$ cat src/rtl/logreg_mac_sequencer.sv
// Sequences one logistic-regression MAC pass; done follows start by N_FEAT+2 edges, and start is ignored while busy.
// Define LOGREG_SAT_EN to make every accumulator add saturate instead of wrapping.
module logreg_mac_sequencer #(
  parameter int N_FEAT = 4,
  parameter int DW     = 16,
  parameter int FRAC   = 8,
  parameter int AW     = $clog2(N_FEAT + 1)
) (
  input  logic            i_clk,
  input  logic            i_rst,
  input  logic            i_start,
  output logic            o_busy,
  output logic            o_mem_rd,
  output logic [AW-1:0]   o_mem_addr,
  input  logic [DW-1:0]   i_feat_data,
  input  logic [DW-1:0]   i_wt_data,
  output logic [2*DW-1:0] o_z,
  output logic            o_ypred,
  output logic            o_done
);

  localparam int CW = $clog2(N_FEAT + 2);

  typedef enum logic [1:0] {S_IDLE, S_RUN, S_DRAIN} state_t;

  state_t                 r_state;
  state_t                 w_state_nxt;
  logic [CW-1:0]          r_cnt;
  logic signed [2*DW-1:0] r_acc;

  logic                   w_accept;
  logic                   w_issue;
  logic                   w_rd_off;
  logic                   w_acc_en;
  logic                   w_bias_en;

  logic signed [2*DW-1:0] w_feat_ext;
  logic signed [2*DW-1:0] w_wt_ext;
  logic signed [2*DW-1:0] w_prod;
  logic signed [2*DW-1:0] w_bias;
  logic signed [2*DW-1:0] w_addend;
  logic signed [2*DW-1:0] w_sum;

  always_ff @(posedge i_clk) begin
    if (i_rst) r_state <= S_IDLE;
    else       r_state <= w_state_nxt;
  end

  // r_cnt holds (edges since start - 1) while busy
  always_comb begin
    w_state_nxt = r_state;
    case (r_state)
      S_IDLE:  if (i_start) w_state_nxt = S_RUN;
      S_RUN:   if (r_cnt == CW'(N_FEAT - 1)) w_state_nxt = S_DRAIN;
      S_DRAIN: if (r_cnt == CW'(N_FEAT + 1)) w_state_nxt = S_IDLE;
      default: w_state_nxt = S_IDLE;
    endcase
  end

  always_comb begin
    w_accept  = (r_state == S_IDLE) && i_start;
    w_issue   = (r_state == S_RUN);
    w_rd_off  = (r_state == S_DRAIN);
    w_acc_en  = (r_state != S_IDLE) && (r_cnt != '0) && (r_cnt <= CW'(N_FEAT));
    w_bias_en = (r_state == S_DRAIN) && (r_cnt == CW'(N_FEAT + 1));
  end

  assign w_feat_ext = {{DW{i_feat_data[DW-1]}}, i_feat_data};
  assign w_wt_ext   = {{DW{i_wt_data[DW-1]}}, i_wt_data};
  assign w_prod     = w_feat_ext * w_wt_ext;
  assign w_bias     = w_wt_ext <<< FRAC;
  assign w_addend   = w_bias_en ? w_bias : w_prod;

`ifdef LOGREG_SAT_EN
  logic [2*DW:0] w_sum_wide;
  assign w_sum_wide = {r_acc[2*DW-1], r_acc} + {w_addend[2*DW-1], w_addend};
  // Disagreeing top two bits mean the add left the 2*DW range
  assign w_sum = (w_sum_wide[2*DW] != w_sum_wide[2*DW-1])
               ? (w_sum_wide[2*DW] ? {1'b1, {(2*DW-1){1'b0}}} : {1'b0, {(2*DW-1){1'b1}}})
               : w_sum_wide[2*DW-1:0];
`else
  assign w_sum = r_acc + w_addend;
`endif

  always_ff @(posedge i_clk) begin
    if (i_rst) begin
      o_busy     <= 1'b0;
      o_mem_rd   <= 1'b0;
      o_mem_addr <= '0;
      o_z        <= '0;
      o_ypred    <= 1'b0;
      o_done     <= 1'b0;
      r_acc      <= '0;
      r_cnt      <= '0;
    end else begin
      o_done <= 1'b0;
      if (w_accept) begin
        o_busy     <= 1'b1;
        o_mem_rd   <= 1'b1;
        o_mem_addr <= '0;
        r_acc      <= '0;
        r_cnt      <= '0;
      end else if (r_state != S_IDLE) begin
        r_cnt <= r_cnt + 1'b1;
      end
      if (w_issue)  o_mem_addr <= AW'(r_cnt + 1'b1);
      if (w_rd_off) o_mem_rd   <= 1'b0;
      if (w_acc_en) r_acc      <= w_sum;
      if (w_bias_en) begin
        o_z     <= w_sum;
        o_ypred <= ~w_sum[2*DW-1];
        o_done  <= 1'b1;
        o_busy  <= 1'b0;
      end
    end
  end

endmodule
$ cat config.mk
export PLATFORM = sky130hd
export DESIGN_NAME = logreg_mac_sequencer
export DESIGN_NICKNAME = d
export VERILOG_FILES = /design/src/rtl/logreg_mac_sequencer.sv
export SDC_FILE = /design/constraint.sdc
export NUM_CORES = 1
export LEC_CHECK = 0
export CORE_ASPECT_RATIO = 0.5
export CORE_MARGIN = 2
export CORE_UTILIZATION = 45
export DETAILED_ROUTE_END_ITERATION = 16
export PLACE_DENSITY_LB_ADDON = 0.15
export SLEW_MARGIN = 20
export SYNTH_ARGS = -nofsm -noshare
export SYNTH_HDL_FRONTEND = slang
export SYNTH_SLANG_ARGS = --single-unit
$ cat constraint.sdc
create_clock -name i_clk -period 9.75 [get_ports i_clk]
set_input_delay 0.975 -clock i_clk [delete_from_list [all_inputs] [get_ports i_clk]]
set_output_delay 0.975 -clock i_clk [all_outputs]
set_load 0.05 [all_outputs]
==> results of run 1 <==
==> worst register-to-register path: stages (launching register included) <==
cell and delay (ns):
dfxtp_1 0.35, inv_1 0.08, ha_1 0.22, nand3_2 0.34, buf_4 0.46, and3_1 0.30
ha_1 0.20, inv_1 0.07, fa_1 0.43, nor2b_1 0.20, o31a_1 0.23, o21ai_1 0.15
o21ai_1 0.44, a21oi_1 0.20, a31oi_1 0.31, a31oi_1 0.19, or4_1 0.42, nand3_1 0.08
==> worst max-delay path by stage <==
stage                    from                     end  slack, ns  depth (start not counted)
2_1_floorplan    i_wt_data[7]  r_acc[31]$_SDFFE_PP0P_       1.48                         33
3_3_place_gp   i_feat_data[8]  r_acc[31]$_SDFFE_PP0P_       0.31                         31
3_5_place_dp     i_wt_data[4]  r_acc[31]$_SDFFE_PP0P_       0.07                         31
4_1_cts          i_wt_data[4]  r_acc[31]$_SDFFE_PP0P_       0.32                         31
5_1_grt        i_feat_data[5]  r_acc[31]$_SDFFE_PP0P_       0.05                         31
6_report       i_feat_data[5]  r_acc[31]$_SDFFE_PP0P_       0.41                         32
==> through the flow <==
step	hold WS, ns	utilization, %	setup WS [ns]	cells
5_1_grt	0.474	51.0	0.0495	2165
6_report	0.455	51.0	0.414	2165
4_1_cts	0.462	50.9	0.317	2165
3_5_place_dp	0.451	49.8	0.0729	2150
3_3_place_gp	0.445	49.8	0.313	2150
2_1_floorplan	0.465	-	1.48	1670
==> sequential cells by signal, indices dropped and copies added (netlist names) <==
signal,count
o_busy,1
o_done,1
o_mem_addr,3
o_mem_rd,1
o_ypred,1
o_z,32
r_acc,32
r_cnt,3
r_state,2
==> final cells by class <==
class	instances	area, um2
Fill cell	2922	15500
Clock buffer	11	233
Clock inverter	4	98.8
Inverter	308	1160
Multi-Input combinational cell	1217	11500
Tap cell	432	541
Timing Repair Buffer	117	1070
Sequential cell	76	1520
==> kinds of logic after synthesis <==
logic type / synth area share, %
AND/OR/NAND/NOR: 17.1
adder cells (fa/ha/maj): 46.9
buffers and inverters: 9.84
AO/OA/AOI/OAI: 12.1
flip-flops: 10.6
XOR/XNOR: 3.41
==> cells in the mapped netlist, types with 3 or more instances <==
library cell    n
a211oi_1       14
a21boi_0        3
a21o_1         25
a21oi_1        80
a22oi_1        30
a31oi_1         6
and2_1        126
and3_1          7
buf_1           7
clkbuf_1       61
dfxtp_1        76
fa_1          263
ha_1          119
inv_1         308
nand2_1       201
nand2b_1       11
nand3_1        23
nand4_1         8
nor2_1        100
nor2b_1         6
nor3_1         11
o2111ai_1       3
o21a_1         12
o21ai_0        40
o21ai_1         9
o21bai_1        8
o22ai_1         3
o31ai_1         3
or3_1           7
or4_1           6
xnor2_1        38
xor2_1         18
==> routing by layer <==
metal | track usage [%] | wire (um) | up-vias
li1 | - | - | 5361
met1 | 34.9 | 18200 | 5856
met2 | 41.4 | 18300 | 354
met3 | 3.45 | 2420 | 49
met4 | 4.69 | 614 | 0
met5 | 0 | 0 | -
==> results.py, run 1 <==
metrics = {
    "routing": {
        "post_drt_wl_per_cell_um": 18.3,
        "routed_wl_um": 39600,
        "drc_errors": 0,
        "drtIter0Drc": 776,
        "drt_pre_antenna_iters": 8,
        "postRouteAntennaNets": 0,
        "via_count": 11620,
        "via_per_inst": 5.37,
    },
    "sta": {
        "max_freq_mhz": 107,
        "finalMaxSlewViolations": 0,
        "rsz0062_at_grt": "no",
        "slew_headroom_pct": 33.1,
        "finalClockSkew_ns": 0.00557,
        "finalSetupTns_ns": 0,
        "fin_crit_ns": 9.34,
        "setup_violations": 0,
        "worst_pin_slew_ns": 1.00,
        "hold_viol": 0,
        "finalCritPeriodShare_pct": 95.8,
    },
    "place": {
        "gp_congestion": 0.916,
        "post-dp-hpwl_um": 32300,
        "io_buffers": 73,
        "dpl-instance-area_um2": 15800,
    },
    "logic_synthesis": {
        "ys_ff_latch": 76,
        "syn_area_um2": 14400,
        "ys.flop_type": "dfxtp_1",
        "yosysTopAreaCellShare_pct": 36.6,
        "synth_edf_count": 0,
        "synth_cells": 1670,
        "yosysTopAreaCell": "fa_1",
        "synth_nets": 2087,
        "postSynth.asyncResetShare_pct": 0,
        "ys_warn_count": 0,
        "synth.area.top_cells": "fa_1 (37%), dfxtp_1 (11%), ha_1 (10%)",
        "synth_cell_types": 67,
        "yosysSeqAreaShare_pct": 10.6,
        "syn_area_per_cell_um2": 8.62,
    },
    "cts": {
        "htreeDepth": 3,
        "cts_made_buffers": 9,
        "holdBufCountCts": 0,
        "clock_path_buffers": 2,
        "path_clk_slew_ns": 0.06,
        "cts_root_buf": "clkbuf_16",
        "clock-sinks": 76,
        "cts_resized": 0,
        "clk_latency_ns": 0.34,
        "cts_setup_buffers": 0,
        "cts_tree": "yes",
    },
    "cells_and_area": {
        "final_layout_size_suffix_gt1_share_pct": 4.50,
        "diodes": 0,
        "mostFrequentLayoutCell": "inv_1",
        "nNetsFinal": 2146,
        "final_cell_area_um2": 16100,
        "final_cell_mix": "inv_1 (308), fa_1 (263), nand2_1 (201)",
        "syn2layout_area_growth_pct": 11.9,
    },
    "worst_setup_path": {
        "critPathCaptureType": "register",
        "r2r_slack_ns": 5.03,
        "path_class": "in -> reg",
        "critical_path_buf_inv_count": 7,
        "max_stage_delay_ns": 0.70,
        "cpMostUsedCell": "fa_1",
        "cp.arrival_ns": 9.58,
        "critPathTopFamily": "adder cells",
        "cpMaxStageDelayCell": "clkdlybuf4s50_1",
        "r2r-end": "r_acc[30]$_SDFFE_PP0P_",
        "worstRegToRegCells": 17,
        "crit_fanout": 10,
        "cp.required_ns": 10.00,
        "crit_path_start_kind": "primary input",
        "reg2reg_from": "r_cnt[1]$_SDFFE_PP0P_",
    },
    "min_path": {
        "min_to": "o_z[6]$_SDFFE_PP0P_",
        "holdCritPathClass": "reg -> reg",
        "worstHoldPathCells": 2,
        "hp-start": "o_z[6]$_SDFFE_PP0P_",
    },
    "floorplanning": {
        "fp.coreArea_um2": 31600,
        "initial_core_util_pct": 45.6,
        "io-pin-count": 74,
        "die_area_um2": 33500,
        "die_width_um": 257,
        "die_h_um": 130,
        "rows": 46,
    },
    "grt": {
        "antenna_found_initial": 0,
        "grt_pass1_vias": 12137,
        "grt_pass1_wl_um": 65100,
        "grt-ovfl-total": 0,
        "grt_max_degree": 76,
        "track_usage_pct": 24.7,
    },
    "run_status": {
        "outcome": "finished, final reports clean",
    },
    "flow_run": {
        "max_cap_viol_count": 0,
    },
}
Power of run 1 is left out: the tool's default activity adds up to more than one toggle a clock period on the data nets, which glitch-free logic cannot reach.
==> inputs of run 2 (changes only) <==
--- a/config.mk
+++ b/config.mk
@@ -10,7 +10,7 @@
 export CORE_UTILIZATION = 45
 export DETAILED_ROUTE_END_ITERATION = 16
 export PLACE_DENSITY_LB_ADDON = 0.15
-export SLEW_MARGIN = 20
+export SLEW_MARGIN = 10
 export SYNTH_ARGS = -nofsm -noshare
 export SYNTH_HDL_FRONTEND = slang
 export SYNTH_SLANG_ARGS = --single-unit
==> constraint.sdc (replaced) <==
create_clock -name i_clk -period 9.75 [get_ports i_clk]
set_input_delay 0.975 -clock i_clk [delete_from_list [all_inputs] [get_ports i_clk]]
set_output_delay 0.975 -clock i_clk [all_outputs]
set_load 0.1 [all_outputs]
==> results of run 2 <==
Same layout as run 1 (identical final DEF). Status: finished, final reports clean.
Power of run 2 is left out for the same reason.
==> inputs of run 3 (changes only) <==
==> constraint.sdc (replaced) <==
create_clock -name i_clk -period 8.25 [get_ports i_clk]
set_input_delay 0.825 -clock i_clk [delete_from_list [all_inputs] [get_ports i_clk]]
set_output_delay 0.825 -clock i_clk [all_outputs]
set_load 0.1 [all_outputs]
==> run 3 against run 2 <==
  * Via count is 5.7% higher
  * Routed wire length is 7.1% higher
  * Final cell count grew 10%
  * Utilization increased by 8.4 points
  * Die area stayed put
  * Register-to-register slack lost 1.2 ns
  * Largest cell class unchanged
==> results.py, run 3 (synthesis gave the netlist of run 1 again) <==
metrics = {
    "floorplanning": {
        "fp.coreArea_um2": 31600,
        "rows": 46,
        "io-pin-count": 74,
        "die_area_um2": 33500,
        "die_h_um": 130,
        "initial_core_util_pct": 45.6,
        "die_width_um": 257,
    },
    "worst_setup_path": {
        "crit_path_start_kind": "primary input",
        "cpMaxStageDelayCell": "fa_1",
        "crit_fanout": 6,
        "cp.arrival_ns": 8.17,
        "path_class": "in -> reg",
        "max_stage_delay_ns": 0.52,
        "cp.required_ns": 8.44,
        "cpMostUsedCell": "fa_1",
        "critPathCaptureType": "register",
    },
    "cells_and_area": {
        "mostFrequentLayoutCell": "inv_1",
        "final_cell_mix": "inv_1 (286), fa_1 (247), buf_4 (228)",
        "nNetsFinal": 2371,
        "final_layout_size_suffix_gt1_share_pct": 22.8,
        "syn2layout_area_growth_pct": 30.3,
        "reg_top3": "o_z (32), r_acc (32)",
        "diodes": 0,
    },
    "cts": {
        "cts_root_buf": "clkbuf_16",
        "htreeDepth": 3,
        "clk_latency_ns": 0.34,
        "path_clk_slew_ns": 0.06,
        "cts_tree": "yes",
        "cts_made_buffers": 9,
        "clock-sinks": 76,
        "clock_path_buffers": 2,
    },
    "sta": {
        "worst_pin_slew_ns": 1.26,
        "fin_crit_ns": 7.98,
        "finalCritPeriodShare_pct": 96.7,
        "setup_slack_ns": 0.272,
        "rsz0062_at_grt": "no",
        "finalMaxSlewViolations": 0,
        "setup_violations": 0,
        "hold_viol": 0,
        "slew_headroom_pct": 15.2,
        "finalClockSkew_ns": 0.0129,
        "max_freq_mhz": 125,
    },
    "routing": {
        "routed_wl_um": 42400,
        "drtIter0Drc": 700,
        "via_per_inst": 5.14,
        "post_drt_wl_per_cell_um": 17.7,
        "via_count": 12287,
        "postRouteAntennaNets": 0,
        "drc_errors": 0,
        "drt_pre_antenna_iters": 5,
    },
    "grt": {
        "grt_max_degree": 76,
        "grt_pass1_wl_um": 68600,
        "antenna_found_initial": 0,
        "grt-ovfl-total": 0,
        "track_usage_pct": 25.9,
        "grt_pass1_vias": 13033,
    },
    "place": {
        "gp_congestion": 0.922,
        "place_ws_ns": -0.807,
        "post-dp-hpwl_um": 34300,
        "io_buffers": 73,
    },
    "flow_run": {
        "max_cap_viol_count": 0,
    },
    "min_path": {
        "holdCritPathClass": "reg -> reg",
    },
    "run_status": {
        "outcome": "finished, final reports clean",
    },
}
-- run 3: cell types whose count changed in the layout (fill, tap and decap cells not counted), sizes merged --
cell,delta
buf,+224
clkinvlp,+1
dlygate4sd2,+1
clkinv,+1
clkbuf,+6
clkdlybuf4s50,-25
bufinv,-1
inv,+1
dlymetal6s2s,+18
-- run 3: cell type report --
class                   count  area [um2]
flip-flops and latches     76        1520
multi-input cells        1217       12200
fillers                  2771       12800
repair buffers            342        3050
inverters                 308        1160
clock inverters             6        86.3
clock buffers              10         239
well taps                 432         541
-- run 3: final timing paths --
check | depth (start not counted) | to | start | slack (ns)
hold reg to reg | 2 | o_z[6]$_SDFFE_PP0P_ | o_z[6]$_SDFFE_PP0P_ | 0.46
setup reg to reg | 13 | o_z[17]$_SDFFE_PP0P_ | r_state[1]$_SDFFE_PP0P_ | 3.83
setup / recovery | 35 | r_acc[28]$_SDFFE_PP0P_ | i_feat_data[9] | 0.27
hold / removal | 2 | o_z[6]$_SDFFE_PP0P_ | o_z[6]$_SDFFE_PP0P_ | 0.46
-- run 3: timing repair --
item,in CTS,in global routing
hold buffers,0,0
pin swaps,45,119
buffers inserted,11,24
gates cloned,0,2
gates resized for setup,57,177
endpoints found under the setup margin,32,32
-- run 3: stage by stage --
stage	cell area (um2)	setup TNS, ns	std cells	utilization, %	hold WS (ns)
2_1_floorplan	14400	0	1670	-	0.465
3_3_place_gp	17300	-14.26	2340	54.8	0.444
3_5_place_dp	17300	-18.23	2340	54.8	0.449
4_1_cts	18000	-0.0199	2367	56.8	0.457
5_1_grt	18800	0	2391	59.4	0.468
6_report	18800	0	2391	59.4	0.455
-- run 3: layer usage --
metal | global-route usage [%] | vias up | wire, um
li1 | - | 5814 | -
met1 | 37.1 | 6220 | 20500
met2 | 44.1 | 226 | 20000
met3 | 2.26 | 27 | 1440
met4 | 3.73 | 0 | 417
met5 | 0 | - | 0
-- run 3: critical path: cells and delay by family --
| family | cells | cell delay [ns] |
|---|---|---|
| and+or+nand+nor | 2 | 0.22 |
| xor gates and xnor gates | 2 | 0.29 |
| AOI/OAI and AO/OA | 15 | 2.46 |
| buffers and inverters | 8 | 0.91 |
| adders and majority gates | 8 | 3.46 |
Power of run 3 is left out for the same reason.
